<file path="src/rtl/regfile_access_ctrl.sv">
// Register-file write-port arbiter: shares we3/wa3/wd3 between core writeback,
// a debug host and a self-timed x1..x31 clear, stalling the core when it loses the port.
module regfile_access_ctrl #(
  parameter int DATA_WIDTH   = 32,
  parameter int ADDR_WIDTH   = 5,
  parameter int STARVE_LIMIT = 8
) (
  input  logic                  clk,
  input  logic                  reset_n,
  input  logic                  core_we,
  input  logic [ADDR_WIDTH-1:0] core_wa,
  input  logic [DATA_WIDTH-1:0] core_wd,
  output logic                  core_stall,
  input  logic                  dbg_req,
  input  logic                  dbg_we,
  input  logic [ADDR_WIDTH-1:0] dbg_addr_in,
  input  logic [DATA_WIDTH-1:0] dbg_wdata,
  output logic                  dbg_gnt,
  output logic [DATA_WIDTH-1:0] dbg_rdata,
  input  logic                  clr_start,
  output logic                  clr_busy,
  output logic                  clr_done,
  output logic                  rf_we3,
  output logic [ADDR_WIDTH-1:0] rf_wa3,
  output logic [DATA_WIDTH-1:0] rf_wd3,
  output logic [ADDR_WIDTH-1:0] rf_dbg_addr,
  input  logic [DATA_WIDTH-1:0] rf_dbg_data
);

  localparam int NUM_REGS = 2 ** ADDR_WIDTH;
  localparam int CNT_W    = $clog2(STARVE_LIMIT + 1);

  typedef enum logic [1:0] {IDLE, CLEAR, DBG, ACK} state_t;

  state_t                r_state;
  state_t                w_state_nxt;
  logic [ADDR_WIDTH-1:0] r_clr_ptr;
  logic [ADDR_WIDTH-1:0] r_dbg_addr;
  logic [DATA_WIDTH-1:0] r_dbg_wdata;
  logic [DATA_WIDTH-1:0] r_dbg_rdata;
  logic [CNT_W-1:0]      r_starve_cnt;
  logic                  r_dbg_we;
  logic                  r_clr_done;
  logic                  w_clr_last;
  logic                  w_starved;

  assign w_clr_last  = (r_clr_ptr == ADDR_WIDTH'(NUM_REGS - 1));
  assign w_starved   = (r_starve_cnt == CNT_W'(STARVE_LIMIT));

  assign clr_busy    = (r_state == CLEAR);
  assign dbg_gnt     = (r_state == ACK);
  assign clr_done    = r_clr_done;
  assign dbg_rdata   = r_dbg_rdata;
  assign rf_dbg_addr = r_dbg_addr;

  // Next state and write-port mux; the core owns the port unless overridden here
  always_comb begin
    w_state_nxt = r_state;
    rf_we3      = core_we;
    rf_wa3      = core_wa;
    rf_wd3      = core_wd;
    core_stall  = 1'b0;
    case (r_state)
      IDLE: begin
        if (clr_start)    w_state_nxt = CLEAR;
        else if (dbg_req) w_state_nxt = DBG;
      end
      CLEAR: begin
        rf_we3     = 1'b1;
        rf_wa3     = r_clr_ptr;
        rf_wd3     = '0;
        core_stall = 1'b1;
        if (w_clr_last) w_state_nxt = IDLE;
      end
      DBG: begin
        if (!r_dbg_we) begin
          w_state_nxt = ACK;
        end else if (!core_we || w_starved) begin
          // Either the port is free, or the core has had its quota of wins
          rf_we3      = 1'b1;
          rf_wa3      = r_dbg_addr;
          rf_wd3      = r_dbg_wdata;
          core_stall  = core_we;
          w_state_nxt = ACK;
        end
      end
      ACK:     w_state_nxt = IDLE;
      default: w_state_nxt = IDLE;
    endcase
  end

  always_ff @(posedge clk or negedge reset_n) begin
    if (!reset_n) begin
      r_state      <= IDLE;
      r_clr_ptr    <= '0;
      r_dbg_addr   <= '0;
      r_dbg_wdata  <= '0;
      r_dbg_rdata  <= '0;
      r_starve_cnt <= '0;
      r_dbg_we     <= 1'b0;
      r_clr_done   <= 1'b0;
    end else begin
      r_state    <= w_state_nxt;
      r_clr_done <= (r_state == CLEAR) && w_clr_last;
      case (r_state)
        IDLE: begin
          if (clr_start) begin
            r_clr_ptr <= ADDR_WIDTH'(1);
          end else if (dbg_req) begin
            r_dbg_we     <= dbg_we;
            r_dbg_addr   <= dbg_addr_in;
            r_dbg_wdata  <= dbg_wdata;
            r_starve_cnt <= '0;
          end
        end
        CLEAR: r_clr_ptr <= r_clr_ptr + ADDR_WIDTH'(1);
        DBG: begin
          if (!r_dbg_we)                 r_dbg_rdata  <= rf_dbg_data;
          else if (core_we && !w_starved) r_starve_cnt <= r_starve_cnt + CNT_W'(1);
        end
        default: ;
      endcase
    end
  end

endmodule

</file>
<file path="config.mk">
export PLATFORM = sky130hd
export DESIGN_NAME = regfile_access_ctrl
export DESIGN_NICKNAME = d
export VERILOG_FILES = /design/src/rtl/regfile_access_ctrl.sv
export SDC_FILE = /design/constraint.sdc
export NUM_CORES = 1
export LEC_CHECK = 0
export CAP_MARGIN = 15
export CELL_PAD_IN_SITES_DETAIL_PLACEMENT = 1
export CELL_PAD_IN_SITES_GLOBAL_PLACEMENT = 1
export CORE_MARGIN = 3
export CORE_UTILIZATION = 43
export DETAILED_ROUTE_END_ITERATION = 8
export DONT_BUFFER_PORTS = 1
export PLACE_DENSITY_LB_ADDON = 0.3
export SYNTH_ARGS = -nofsm -noshare
export SYNTH_HDL_FRONTEND = slang
export SYNTH_SLANG_ARGS = --single-unit
</file>
<file path="constraint.sdc">
create_clock -name clk -period 1.88 [get_ports clk]
set_input_delay 0.376 -clock clk [delete_from_list [all_inputs] [get_ports clk]]
set_output_delay 0.376 -clock clk [all_outputs]
set_load 0.005 [all_outputs]
</file>
Yosys cells after proc, flatten, opt, wreduce, memory -nomap -nowiden
Cells that the tools add are included.

word-level totals
  register bits = 82
  output and inout bits = 79
  logic and storage cells = 63
  input bits = 112

cells by class
  reduce and logical (&&, ||, !) cells = 13
  add/subtract/negate cells = 2
  bitwise logic cells = 2
  muxes and demuxes = 25
  equal/unequal tests = 13

operators by type and width
  cell                                            count
  2-to-1 mux 32 bit                               2
  case mux 32 bit (2 select lines)                1
  case mux 5 bit (2 select lines)                 2
  2-to-1 mux 4 bit                                4
  2-to-1 mux 5 bit                                3
  2-to-1 mux 2 bit                                5
  inequality test 2 bit (second input constant)   5
  case mux 2 bit (4 select lines)                 1
  case mux 4 bit (2 select lines)                 1
  inequality test 3 bit (second input constant)   2
  AND reduction 3 bit                             2
  adder 5 x 1 -> 5 bit (second input constant)    1
  == test 5 bit (second input constant)           1
  AND reduction 5 bit                             1
  adder 4 x 1 -> 4 bit (second input constant)    1
  == test 2 bit (second input constant)           2
  == test 4 bit (second input constant)           1
  2-to-1 mux 1 bit                                4
  case mux 1 bit (2 select lines)                 2
  AND reduction 2 bit                             2
  nonzero test 2 bit                              2
  == test 2 x 1 -> 1 bit (second input constant)  1
  logical AND 1 bit                               2
  zero test 1 bit                                 2
  4 further kinds                                 5

Depth between registers and ports, before layout
Gate-level depths: netlist of run 1.

  depth in word-level cells = 6
  depth in mapped cells = 7
  gate-level depth less buffers = 6

Least setup slack after synthesis of run 1
No wires, ideal clock.

  kind = register -> output
  start point = register r_state[0]
  end point = output port rf_wd3[0]
  path slack = -75 ps
  arrival = 1579 ps
  path buffers = 1
  stages on the path, launching flop included = 8
  required time = 1504 ps
  path through = dfrtp_1 inv_1 ha_1 nand2_1 a21oi_2 buf_4 mux2i_1 nor2_1

on the way
  longest elaborated chain between the ends = 2
  elaborated cells between the ends (all ways) = 3
  classes of those cells = eq/ne: 2; mux: 1

RTL lines
  element                                                  RTL line  text
  from (decl)                                              35        state_t r_state;
  from (signal assigned)                                   103       r_state <= w_state_nxt;
  == test 2 bit or == test 2 x 1 -> 1 bit (tied branches)  63        case (r_state)
  case mux 32 bit (2 select lines) *                       63
  to (decl)                                                25        output logic [DATA_WIDTH-1:0] rf_wd3,

Every way passes the cells marked *; elsewhere a longest branch is shown, timed or not.

Worst setup path in the final report of run 1
  start point = register r_state[1]
  end point = output port rf_wd3[6]

The elaborated chain is that of the path after synthesis.

==> metrics.yaml, run 1 <==
drt:
  drt_iter0_markers: 51
  vias: 2690
  dr.pass1.iters: 4
  routedWlPerCell_um: 22.49
  routed_wl_um: 10390
  remaining_drc_errors: 0
  viasPerCell: 5.823
  final_antenna_net_count: 0
job:
  cap_viol_max_count: 0
critical_path:
  end_kind: "output pin"
  crit_path_start_kind: "flop"
  cp_data_arrival_time_ns: 1.93
  path_max_fanout: 6
  cp.required_ns: 1.50
  critical_path_class: "flop to output pin"
timing:
  max_freq_mhz: 433.2
  finalSetupViolCount: 71
  rsz0062_at_grt: "true"
  finClkSkew_ns: 0.01494
  fin_hold_ws_ns: -0.2965
  worstMarginPinSlew_ns: 0.3578
  slew_headroom: 0.7553
  worst_slack_ns: -0.4284
  post-route-period-util: 1.228
  period_minus_slack_ns: 2.308
  fin_setup_tns_ns: -15.86
  maxSlewViolCount: 0
  timing_hold_violations_final: 82
global_route:
  grt_pass1_wl_um: 14960
  first_global_vias: 2854
  antenna_found_initial: 0
  grt_use_total: 0.1877
  grt-ovfl-total: 0
  grt_max_degree: 83
cells_and_area:
  fin_util: 0.5318
  nets: 469
  n_antenna_cell: 0
  syn2layout_area_growth_pct: 18.13
  n_fill_cell: 917
  layout-drive-gt1-share: 0.4209
placed_design:
  gp_congestion: 0.7797
  hpwl_um: 7381
  port_buffers: 0
clocking:
  htree_levels: 3
  clock_sinks: 82
  numCtsBuffers: 9
  path_clk_slew_ns: 0.09
  worstSkewPairLatency_ns: 0.36
  root_buffer: "clkbuf_8"
  cts_buffer_depth: 2
  cts_tree: "done"
yosys:
  ys_seq_elements: 82
  synth_nets: 443
  syn_inst: 323
  yosysSeqAreaShare: 0.5127
  yosysWarnings: 0
  syn_avg_cell_area_um2: 12.39
  ys_types: 32
  netlist_area_um2: 4003
power_and_ir_drop:
  p_per_area_nw_per_um2: 1809
  vdd_drop_max_v: 0.0009243
  leakagePower_nw: 2.010
die:
  die_area_um2: 10500
  core-area_um2: 8891
  start_util: 0.4502
  die_h_um: 102.5
  io_pins: 191
  die_x_um: 102.5
  rows: 34
status:
  violations: "negative hold slack, negative setup slack"
  status: "finished with violations"
worst_hold_path:
  hold_path_class: "input port to async pin"
sequential cells by signal, summed over array words and instances, names as in the netlist:
signal / count
dbg_rdata: 32
rf_dbg_addr: 5
r_clr_ptr: 5
r_state: 2
r_dbg_wdata: 32
clr_done: 1
r_dbg_we: 1
r_starve_cnt: 4
worst paths after layout:
kind | end | depth (start not counted) | slack (ns) | startpoint
worst max register to register | dbg_rdata[13] | 8 | -0.07 | r_state[0]
max in group asynchronous | r_starve_cnt[1] | 0 | 1.99 | reset_n
worst max-delay path | rf_wd3[6] | 8 | -0.43 | r_state[1]
worst min register to register | r_dbg_wdata[10] | 1 | 0.51 | r_dbg_wdata[10]
worst min-delay path | r_dbg_wdata[24] | 0 | -0.30 | reset_n
min in group clk | r_dbg_we | 1 | 0.16 | dbg_we
synth_stat cells:
master,n,share of area
buf_2,7,0.0088
a32o_1,2,0.0050
mux2_2,71,0.20
mux2i_1,35,0.088
clkbuf_1,6,0.0056
a21oi_2,1,0.0022
nand3_1,4,0.0050
nor2_1,36,0.034
nand2_1,4,0.0038
ha_1,8,0.025
and4b_4,1,0.0034
a221o_1,5,0.013
buf_6,1,0.0028
o22ai_1,1,0.0016
and2_1,3,0.0047
a22oi_1,1,0.0019
nor3_1,1,0.0012
o221ai_1,1,0.0022
nand2b_1,2,0.0031
a31oi_1,1,0.0016
nand4_1,5,0.0078
dfrtp_1,82,0.51
a2111oi_0,1,0.0022
nand3b_4,1,0.0050
inv_1,7,0.0066
o311ai_0,2,0.0044
a21oi_1,4,0.0050
buf_4,5,0.0094
a21o_1,1,0.0019
nor2b_1,5,0.0078
and3_1,7,0.011
o21ai_0,12,0.015
layout by cell type, fill, tap and decap left out, drive strengths merged:
cell and instances:
mux2i 35, and4b 1, clkbuf 11, a21o 1, o221ai 1, o311ai 2
and3 7, and2 3, nand2b 2, a221o 5, mux2 71, dfrtp 82
clkinvlp 3, nand3b 1, nand2 4, inv 8, clkinv 3, a22oi 1
o21ai 12, nand3 4, buf 32, nor2 36, a32o 2, ha 8
a2111oi 1, o22ai 1, a31oi 1, a21oi 5, nand4 5, nor2b 5
nor3 1
power by group:
part / switching [W] / internal, W / total (W)
clock network: 0.000672 / 0.000486 / 0.00116
registers: 0.000659 / 0.00263 / 0.00329
logic: 0.00192 / 0.00219 / 0.00411
total: 0.00325 / 0.00530 / 0.00855
per-stage QoR:
stage	setup slack [ns]	power (W)	hold slack, ns	cells	cell area, µm²
floorplan	0.001156	0.005733	0.08041	323	4038
finish	-0.4284	0.008554	-0.2965	462	4728
detailed placement	-0.1426	0.006767	0.08256	431	4242
CTS	-0.4177	0.008331	-0.3073	458	4604
global route	-0.5205	0.009159	-0.3263	462	4728
global placement	-0.07601	0.006575	0.08272	431	4242
final cells by class:
type                       count  area, µm²  share of cell area
clock inverter                 7      53.80             0.01138
multi-input combinational    215       1957              0.4139
timing repair buffer          34      380.4             0.08044
clock buffer                   9      123.9             0.02620
sequential                    82       2052              0.4340
inverter                       7      26.28            0.005557
tap                          108      135.1             0.02858
worst max-delay path: stages (launching register included):
cell	delay, ns
dfrtp_1	0.39
inv_2	0.06
ha_4	0.29
nand2_4	0.05
a21oi_4	0.18
buf_6	0.15
buf_12	0.13
mux2i_4	0.25
nor2_2	0.06
routing by layer:
layer	global-route usage	part of all wire	routed length, µm
met5	0	0	0
met4	0.04844	0.0093	97
met3	0.08601	0.11	1171
met2	0.3217	0.50	5189
met1	0.2121	0.38	3933
cell families (layout without fill, tap and decap cells):
logic type / Yosys count / count (layout) / synth area share
muxes: 106 / 106 / 0.2873
DFF: 82 / 82 / 0.5127
and+or+nand+nor: 69 / 69 / 0.08659
AOI/OAI and AO/OA: 32 / 32 / 0.05534
buffers and inverters: 26 / 57 / 0.03314
adders and majority gates: 8 / 8 / 0.02501
repair_timing:
action,in CTS,in global routing
endpoints found under the setup margin,71,73
gates resized for setup,17,23
pin swaps,4,9
cloned,2,2
setup buffers,9,4
hold endpoints to repair,82,82
No activity file was read; power rests on OpenSTA's default activity.
==> inputs of run 2 (changes only) <==
--- a/config.mk
+++ b/config.mk
@@ -5,6 +5,7 @@
 export SDC_FILE = /design/constraint.sdc
 export NUM_CORES = 1
 export LEC_CHECK = 0
+export ABC_CLOCK_PERIOD_IN_PS = 1880
 export CAP_MARGIN = 15
 export CELL_PAD_IN_SITES_DETAIL_PLACEMENT = 1
 export CELL_PAD_IN_SITES_GLOBAL_PLACEMENT = 1
==> results of run 2 <==
Same layout as run 1: the final DEF is identical, and so are final timing and power.
==> inputs of run 3 (changes only) <==
--- a/config.mk
+++ b/config.mk
@@ -6,11 +6,11 @@
 export NUM_CORES = 1
 export LEC_CHECK = 0
 export ABC_CLOCK_PERIOD_IN_PS = 1880
-export CAP_MARGIN = 15
 export CELL_PAD_IN_SITES_DETAIL_PLACEMENT = 1
 export CELL_PAD_IN_SITES_GLOBAL_PLACEMENT = 1
 export CORE_MARGIN = 3
 export CORE_UTILIZATION = 43
+export CTS_CLUSTER_DIAMETER = 150
 export DETAILED_ROUTE_END_ITERATION = 8
 export DONT_BUFFER_PORTS = 1
 export PLACE_DENSITY_LB_ADDON = 0.3
==> results of run 3 <==
Same layout as run 1: the final DEF is identical, and so are final timing and power.
